### src/rtl/nibble_serial_add_ctrl.sv
// Serial add/subtract sequencer driving an external 4-bit adder slice, one nibble per cycle.
// Optional NIBBLE_SERIAL_B2B_EN: accept the next operation on the same edge the result is taken.
module nibble_serial_add_ctrl #(
    parameter int WIDTH = 16
) (
    input  logic             clk,
    input  logic             rst_n,
    input  logic             in_valid,
    output logic             in_ready,
    input  logic [WIDTH-1:0] op_a,
    input  logic [WIDTH-1:0] op_b,
    input  logic             op_cin,
    input  logic             op_sub,
    output logic             out_valid,
    input  logic             out_ready,
    output logic [WIDTH-1:0] sum,
    output logic             carry_out,
    output logic             overflow,
    output logic [3:0]       fa_a,
    output logic [3:0]       fa_b,
    output logic             fa_cin,
    input  logic [3:0]       fa_s,
    input  logic             fa_cout
);

    localparam int NIBBLES = WIDTH / 4;
    localparam int IDX_W   = (NIBBLES > 1) ? $clog2(NIBBLES) : 1;

    typedef enum logic [1:0] {S_IDLE, S_RUN, S_DONE} state_t;

    state_t           state_q, state_d;
    logic [IDX_W-1:0] idx_q, idx_d;
    logic [WIDTH-1:0] a_q, a_d, b_q, b_d, sum_q, sum_d;
    logic             carry_q, carry_d, cout_q, cout_d, ovf_q, ovf_d;
    logic             load, last;

    function automatic logic [3:0] nib(input logic [WIDTH-1:0] v, input logic [IDX_W-1:0] i);
        logic [3:0] r;
        r = 4'h0;
        for (int k = 0; k < NIBBLES; k++) begin
            if (IDX_W'(k) == i) r = v[4*k +: 4];
        end
        return r;
    endfunction

    assign last = (idx_q == IDX_W'(NIBBLES - 1));

    always_comb begin
        state_d   = state_q;
        idx_d     = idx_q;
        a_d       = a_q;
        b_d       = b_q;
        sum_d     = sum_q;
        carry_d   = carry_q;
        cout_d    = cout_q;
        ovf_d     = ovf_q;
        load      = 1'b0;
        in_ready  = 1'b0;
        out_valid = 1'b0;
        fa_a      = 4'h0;
        fa_b      = 4'h0;
        fa_cin    = 1'b0;

        case (state_q)
            S_IDLE: begin
                in_ready = 1'b1;
                load     = in_valid;
            end
            S_RUN: begin
                fa_a    = nib(a_q, idx_q);
                fa_b    = nib(b_q, idx_q);
                fa_cin  = carry_q;
                carry_d = fa_cout;
                for (int k = 0; k < NIBBLES; k++) begin
                    if (IDX_W'(k) == idx_q) sum_d[4*k +: 4] = fa_s;
                end
                if (last) begin
                    idx_d   = '0;
                    cout_d  = fa_cout;
                    // Signed overflow: like-signed operands whose top result bit flips sign.
                    ovf_d   = (a_q[WIDTH-1] == b_q[WIDTH-1]) && (fa_s[3] != a_q[WIDTH-1]);
                    state_d = S_DONE;
                end else begin
                    idx_d = idx_q + 1'b1;
                end
            end
            S_DONE: begin
                out_valid = 1'b1;
`ifdef NIBBLE_SERIAL_B2B_EN
                in_ready  = out_ready;
                load      = out_ready && in_valid;
`endif
                if (out_ready && !load) state_d = S_IDLE;
            end
            default: state_d = S_IDLE;
        endcase

        if (load) begin
            a_d     = op_a;
            b_d     = op_sub ? ~op_b : op_b;
            carry_d = op_sub ? 1'b1 : op_cin;
            idx_d   = '0;
            state_d = S_RUN;
        end
    end

    always_ff @(posedge clk or negedge rst_n) begin
        if (!rst_n) begin
            state_q <= S_IDLE;
            idx_q   <= '0;
            a_q     <= '0;
            b_q     <= '0;
            sum_q   <= '0;
            carry_q <= 1'b0;
            cout_q  <= 1'b0;
            ovf_q   <= 1'b0;
        end else begin
            state_q <= state_d;
            idx_q   <= idx_d;
            a_q     <= a_d;
            b_q     <= b_d;
            sum_q   <= sum_d;
            carry_q <= carry_d;
            cout_q  <= cout_d;
            ovf_q   <= ovf_d;
        end
    end

    assign sum       = sum_q;
    assign carry_out = cout_q;
    assign overflow  = ovf_q;

endmodule
### config.mk
export PLATFORM = sky130hd
export DESIGN_NAME = nibble_serial_add_ctrl
export DESIGN_NICKNAME = d
export VERILOG_FILES = /design/src/rtl/nibble_serial_add_ctrl.sv
export SDC_FILE = /design/constraint.sdc
export NUM_CORES = 1
export LEC_CHECK = 0
export CAP_MARGIN = 10
export CORE_MARGIN = 8
export CORE_UTILIZATION = 40
export CTS_CLUSTER_SIZE = 8
export DETAILED_ROUTE_END_ITERATION = 8
export GPL_TIMING_DRIVEN = 0
export HOLD_SLACK_MARGIN = 0.02
export PLACE_DENSITY = 0.71
export SYNTH_ARGS = -nofsm -noshare
export SYNTH_HDL_FRONTEND = slang
export SYNTH_SLANG_ARGS = --single-unit
### constraint.sdc
create_clock -name clk -period 2.03 [get_ports clk]
set_input_delay 0.3045 -clock clk [delete_from_list [all_inputs] [get_ports clk]]
set_output_delay 0.3045 -clock clk [all_outputs]
set_load 0.01 [all_outputs]
Word level (Yosys, flattened, before mapping). Cells that the tools add are included. W data, S select, Z words.

Output and inout bits: 29. Logic and storage cells: 59. Register bits after elaboration: 55.

Add/sub/neg operators: 1. Reduce and logical (&&, ||, !) cells: 10. Muxes and demuxes: 25. Equality and inequality tests: 11. Bitwise operators: 1.

Operators by type and width (count): $mux W4 (10); $mux W16 (1); $not A16 Y16 (1); $mux W2 (6); $reduce_and A2 Y1 (5); $mux W1 (7); $ne A3 B3 Y1 const B (2); $pmux W2 S3 (1); $eq A2 B2 Y1 const A (2); $eq A2 B2 Y1 const B (2); $logic_not A2 Y1 (2); $reduce_and A3 Y1 (1); $add A2 B1 Y2 const B (1); $eq A1 B2 Y1 const A (1); $eq A2 B1 Y1 const B (1); $ne A2 B2 Y1 const B (1); $reduce_bool A2 Y1 (1); $eq A1 B1 Y1 (1); $logic_and A1 B1 Y1 (1); $ne A1 B1 Y1 (1).

Longest topological paths before layout. Gate-level depths: netlist (run 1).

Word-level depth: 6. Gate-level depth with buffers: 6. Depth with buffers taken out: 5.

Worst setup path before layout (run 1). OpenSTA, ideal clock, no wires.

Kind: reg2out. Start: register idx_q[0]. End: output port fa_a[3]. Buffers on the path: 1. Arrival time: 1.495 ns. Data required time: 1.725 ns. Setup slack: 0.231 ns. Stages on the path, launching flop included: 7. Path through: dfrtp_1 inv_1 ha_1 nor2b_1 clkbuf_1 a221oi_1 o32ai_1.

Cells in the longest elaborated chain, start to end: 6. Elaborated cells between the ends (all ways): 9.

Ends and longest elaborated chain: start, declared (RTL line 32) `logic [IDX_W-1:0] idx_q, idx_d;`; start signal, assigned (RTL line 119) `idx_q <= idx_d;`; $logic_not A2 Y1 (RTL line 41) `if (IDX_W'(k) == i) r = v[4*k +: 4];`; $mux W4 (3 in series) (RTL line 41); $mux W4 (*) (RTL line 41); $mux W4 (*) (RTL line 64) `case (state_q)`; end, declared (RTL line 19) `output logic [3:0] fa_a,`.

Every way passes the cells marked *; elsewhere a longest branch is shown, timed or not.

Final worst setup path (run 1).
Start: register idx_q[0]. End: output port fa_a[2].

The elaborated chain is that of the path after synthesis.

==> results of run 1 <==
==> through the flow <==
step,TNS (ns),hold WS [ns],util,total power (W)
5_1_grt,-1.10,0.0313,0.587,0.00640
2_1_floorplan,0,0.00891,-,0.00358
3_5_place_dp,-3.73,0.353,0.538,0.00483
6_report,-0.522,-0.00371,0.587,0.00600
3_3_place_gp,-59.57,0.465,0.535,0.00475
4_1_cts,-0.542,0.0208,0.577,0.00582
==> final timing paths <==
check                          from         end  slack, ns  cells past startpoint
hold reg to reg             a_q[13]     a_q[13]       0.50                      1
max in group asynchronous     rst_n  state_q[1]       1.46                      2
setup reg to reg           idx_q[0]     sum[13]       0.40                      5
min in group clk             op_sub      b_q[2]       0.39                      3
setup / recovery           idx_q[0]     fa_a[2]      -0.09                      7
hold / removal                rst_n     a_q[15]     -0.004                      1
==> critical path, stage by stage (launching register included) <==
cell,delay [ns]
dfrtp_1,0.43
buf_6,0.14
ha_4,0.16
nor2b_4,0.12
buf_8,0.14
a221oi_1,0.08
o31ai_1,0.25
buf_2,0.19
==> cells in the mapped netlist <==
master     n  area share
buf_2      2      0.0039
dfrtp_1   55        0.53
mux2_1     1      0.0044
o31ai_1    7       0.020
mux2_2    32        0.14
and2_1     1      0.0024
o21a_1     1      0.0029
nand2_1    7       0.010
nand3_1    6       0.012
nor2b_1    2      0.0048
o21ai_0   10       0.019
a221o_1    1      0.0039
a22o_1     1      0.0034
nor2_1    20       0.029
nor3b_4    1      0.0073
o32ai_1    2      0.0068
inv_1      4      0.0058
clkbuf_1   3      0.0044
buf_1      1      0.0015
buf_6      4       0.017
and3b_1    1      0.0034
nor2b_4    1      0.0053
a21oi_1   18       0.035
buf_4      5       0.015
a221oi_1   8       0.027
nand3b_2   1      0.0044
xnor2_1   16       0.054
nand2b_1   2      0.0048
ha_1       4       0.019
==> layout by cell type, fill, tap and decap left out, types with 2 or more instances in the layout <==
cell type | synthesis | final
buf_8 | 0 | 3
nand3_1 | 6 | 6
o21ai_0 | 10 | 7
mux2_2 | 32 | 32
clkdlybuf4s50_1 | 0 | 60
xnor2_1 | 16 | 16
o31ai_2 | 0 | 2
a21oi_1 | 18 | 18
buf_6 | 4 | 9
buf_4 | 5 | 9
a221oi_2 | 0 | 3
inv_2 | 0 | 2
dfrtp_1 | 55 | 54
o31ai_1 | 7 | 4
clkbuf_8 | 0 | 5
buf_12 | 0 | 2
nor2_1 | 20 | 20
nand2b_1 | 2 | 2
ha_4 | 0 | 3
nand2_1 | 7 | 7
a221oi_1 | 8 | 4
nor2b_4 | 1 | 2
buf_2 | 2 | 9
o21ai_1 | 0 | 3
==> power breakdown <==
group          total, W  internal [W]  switching (W)
sequential      0.00197       0.00165       0.000323
combinational   0.00332       0.00179        0.00152
clock          0.000707      0.000362       0.000344
total           0.00600       0.00381        0.00219
==> layer usage <==
| layer | routed length, um | GRT usage | vias to the layer above |
|---|---|---|---|
| li1 | - | - | 934 |
| met1 | 2780 | 0.187 | 925 |
| met2 | 3330 | 0.245 | 63 |
| met3 | 434 | 0.0320 | 10 |
| met4 | 142 | 0.0668 | 0 |
| met5 | 0 | 0 | - |
==> registers in the layout (all words and copies together), names as in the netlist <==
register and count:
a_q 16, b_q 16, sum 16, idx_q 2
state_q 2, carry_out 1, carry_q 1, overflow 1
==> timing repair <==
action,in CTS,in global routing
endpoints found under the setup margin,9,8
resized for setup,70,14
endpoints found under the hold margin,0,0
buffers inserted,7,1
pin swaps,8,4
==> cell type report <==
type	count	area, sq um
Timing Repair Buffer	79	761
Buffer	14	148
Tap cell	77	96.3
Fill cell	536	2610
Multi-Input combinational cell	143	1200
Clock buffer	6	72.6
Clock inverter	1	30.0
Sequential cell	55	1380
Inverter	4	20.0
==> cells by family after synthesis <==
family                     count (synthesis)
DFF                                       55
AOI/OAI and AO/OA                         48
and+or+nand+nor                           42
buffers and inverters                     19
adders and majority gates                  4
muxes                                     33
xor gates and xnor gates                  16
==> run_results.csv, run 1 <==
group,metric,value,unit
logic_synthesis,synthAdderAreaFrac,0.0194,
clocking,cts-root-buf,"clkbuf_8",
worst_setup_path,critical_path_peak_fanout,7,
clocking,cts_max_level,2,
clocking,clkSinkCount,55,
finish,nets,349,
detailed_routing,drt_iter0_drc,63,
clocking,clock_path_buffers,2,
floorplanning,core_area,0.00631,sq mm
floorplanning,die_w,96.4,um
timing,rsz0062_at_grt,"yes",
clocking,clk_latency,0.31,ns
run,maxCapViolations,0,
worst_setup_path,path_class,"reg2out",
detailed_routing,wl,6690,um
floorplanning,die_area,0.00928,sq mm
global_route,first_global_vias,2092,
logic_synthesis,yosys.area_share.simple,0.0833,
worst_setup_path,worstSetupStartpointType,"flip-flop",
timing,max_freq,0.472,GHz
detailed_routing,ant_nets,0,
clocking,path_clk_slew,0.09,ns
global_route,antenna_found_initial,0,
logic_synthesis,synth.distinct_cells,29,
logic_synthesis,syn_nets,264,
worst_setup_path,setup.worst_path.end_class,"primary output",
logic_synthesis,synth_area_per_cell,11.9,sq um
run_status,status,"complete, but fails checks",
place,post_dp_cell_area,0.00339,sq mm
clocking,hold_buffers,0,
clocking,cts_tree,"built",
finish,drive_above_1_share,0.298,
global_route,grt_overflow,0,
timing,setup_ws,-0.0901,ns
timing,period_needed,2.12,ns
detailed_routing,viasPerCell,5.10,
global_route,grt_use_total,0.150,
finish,fin_cells,379,
logic_synthesis,synthXorXnorAreaFrac,0.0543,
timing,worst_pin_slew,0.607,ns
logic_synthesis,synth_warnings,0,
detailed_routing,drc,0,
logic_synthesis,seq_area_frac_synth,0.533,
place,gp_congestion,0.769,
logic_synthesis,synth_top_family_by_area,"multiplexers",
floorplanning,initial_core_util,0.409,
worst_setup_path,crit_required,1.73,ns
place,dp.cells,365,
logic_synthesis,synth_compound_area_frac,0.119,
place,portBuffers,70,
detailed_routing,dr_total_vias,1932,
logic_synthesis,ys_seq_elements,55,
pwr,irDropWorstVdd,0.786,mV
detailed_routing,post_drt_wl_per_cell,17.6,um
floorplanning,pin_count,72,
floorplanning,die_height,96.4,um
timing,relSlewSlack,0.595,
clocking,tritoncts.num_buffers,5,
detailed_routing,first_pass_iters,4,
logic_synthesis,muxShareOfSynthArea,0.144,
logic_synthesis,netlist_instances,217,
global_route,grt_first_pass_wirelength,10700,um
floorplanning,num_rows,29,
finish,final_area,0.00370,sq mm
finish,diodes,0,
timing,timing.final.crit_share,1.04,
pwr,p_leak,1.51,nW
timing,skew,0.00880,ns
logic_synthesis,synth_area,0.00258,sq mm
global_route,grt_max_degree,31,
place,hpwl,4640,um
worst_setup_path,arrival,1.82,ns
timing,setup_viol,8,
hold_path,hold_path_class,"in2async",
timing,hold_viol,10,
timing,worst_hold_slack,-0.00371,ns
finish,area_growth_syn_to_layout,43.4,%
run_status,failed_checks,"hold timing, setup timing",
pwr,power.density,1620,mW/mm^2
place,place_ws,-0.566,ns
timing,drv_slew,0,
Note: power is estimated with default switching activity, not from simulation.
==> run 2: changes to the inputs <==
SLEW_MARGIN = 30   (was not set)
==> run_results.csv, run 2 (synthesized netlist as in run 1, its figures left out) <==
group,metric,value,unit
run_status,status,"complete, but fails checks",
run_status,failed_checks,"setup timing",
timing,timing.final.crit_share,1.08,
detailed_routing,dr_total_vias,1993,
hold_path,hold_path_class,"in2reg",
finish,nFillCells,553,
detailed_routing,post_drt_wl_per_cell,17.3,um
timing,hold_viol,0,
timing,drv_slew,0,
timing,skew,0.0100,ns
timing,worst_pin_slew,0.381,ns
finish,layout_common_cells,"60 x clkdlybuf4s50_1, 54 x dfrtp_1, 32 x mux2_2",
timing,worst_hold_slack,0.386,ns
clocking,path_clk_slew,0.10,ns
worst_setup_path,r2r_slack,0.10,ns
finish,diodes,0,
detailed_routing,ant_nets,0,
detailed_routing,wl,6690,um
place,post_dp_cell_area,0.00340,sq mm
global_route,grt_first_pass_wirelength,10900,um
global_route,first_global_vias,2095,
finish,final_area,0.00379,sq mm
floorplanning,num_rows,29,
global_route,grt_max_degree,31,
clocking,cts_max_level,2,
clocking,tritoncts.num_buffers,5,
run,maxCapViolations,0,
pwr,irDropWorstVdd,0.887,mV
place,gp_congestion,0.769,
detailed_routing,drt_iter0_drc,57,
worst_setup_path,worstSetupStartpointType,"flip-flop",
floorplanning,die_height,96.4,um
worst_setup_path,setup.worst_path.end_class,"primary output",
detailed_routing,first_pass_iters,4,
worst_setup_path,r2r_cells,7,
floorplanning,core_area,0.00631,sq mm
timing,relSlewSlack,0.744,
finish,nets,357,
timing,setup_ws,-0.166,ns
worst_setup_path,r2r_end,"carry_out",
global_route,antenna_found_initial,0,
worst_setup_path,crit_end,"fa_a[0]",
timing,period_needed,2.20,ns
finish,final_common_cell,"clkdlybuf4s50_1",
clocking,clock_path_buffers,2,
floorplanning,die_w,96.4,um
finish,area_growth_syn_to_layout,46.9,%
timing,max_freq,0.455,GHz
global_route,grt_overflow,0,
worst_setup_path,path_class,"reg2out",
worst_setup_path,crit_start,"idx_q[0]",
pwr,power.density,1600,mW/mm^2
detailed_routing,drc,0,
place,portBuffers,70,
hold_path,hp-start,"op_sub",
floorplanning,initial_core_util,0.409,
timing,fin_setup_tns,-1.07,ns
finish,drive_above_1_share,0.322,
worst_setup_path,crit_required,1.73,ns
clocking,clkSinkCount,55,
detailed_routing,viasPerCell,5.14,
timing,setup_viol,8,
clocking,clk_latency,0.30,ns
place,hpwl,4620,um
global_route,grt_use_total,0.152,
floorplanning,pin_count,72,
clocking,cts-root-buf,"clkbuf_8",
floorplanning,die_area,0.00928,sq mm
worst_setup_path,critical_path_peak_fanout,5,
clocking,cts_tree,"built",
worst_setup_path,arrival,1.89,ns
timing,rsz0062_at_grt,"yes",
worst_setup_path,r2r_start,"idx_q[0]",
pwr,p_leak,1.56,nW
run 2: cell count changes in the layout (fill, tap and decap cells not counted), sizes merged:
cell and delta:
bufinv -1, buf +5, dlygate4sd2 -1, dlygate4sd3 +1, clkinvlp +1, clkdlybuf4s15 +1, clkbuf +3
run 2: routing by layer:
| layer | track usage | up-vias | part of all wire |
|---|---|---|---|
| met3 | 0.0312 | 7 | 0.067 |
| li1 | - | 951 | - |
| met2 | 0.247 | 69 | 0.48 |
| met4 | 0.0479 | 0 | 0.015 |
| met5 | 0 | - | 0 |
| met1 | 0.199 | 966 | 0.44 |
run 2: final cells by class:
class | count | area [sq um] | area share
flip-flops and latches | 55 | 1380 | 0.363
inverters | 4 | 20.0 | 0.00528
multi-input cells | 143 | 1200 | 0.317
clock buffers | 7 | 96.3 | 0.0254
plain buffers | 14 | 158 | 0.0416
repair buffers | 87 | 837 | 0.221
clock inverters | 1 | 7.51 | 0.00198
well taps | 77 | 96.3 | 0.0254
run 2: where the power goes:
part	switching [W]	internal, W
sequential	0.000321	0.00165
clock	0.000349	0.000311
combinational	0.00154	0.00190
run 2: repair_timing:
item	in CTS	in global routing
gates cloned	1	0
resized for setup	77	5
endpoints found under the hold margin	25	0
pin swaps	9	1
endpoints found under the setup margin	9	9
setup buffers	13	1
hold buffers	1	0
run 2: through the flow:
stage	instances	power (W)	util	setup WS, ns
floorplan	217	0.00358	-	0.231
global placement	364	0.00475	0.535	-1.02
detailed placement	365	0.00483	0.538	-0.565
CTS	387	0.00600	0.597	-0.164
global route	388	0.00649	0.601	-0.281
finish	388	0.00608	0.601	-0.166
run 2: worst min-delay path by stage:
stage,end,slack (ns),cells past startpoint
6_report,b_q[2],0.39,3
5_1_grt,b_q[2],0.40,3
4_1_cts,b_q[2],0.39,3
3_5_place_dp,carry_out,0.24,1
3_3_place_gp,overflow,0.47,2
2_1_floorplan,a_q[0],0.009,0
run 2: critical path, cell delays in order, from the launching register on:
cell	delay [ns]
dfrtp_1	0.43
buf_6	0.14
ha_4	0.17
buf_12	0.12
clkbuf_16	0.15
nor2b_4	0.10
a221oi_2	0.06
o31ai_2	0.23
buf_2	0.18
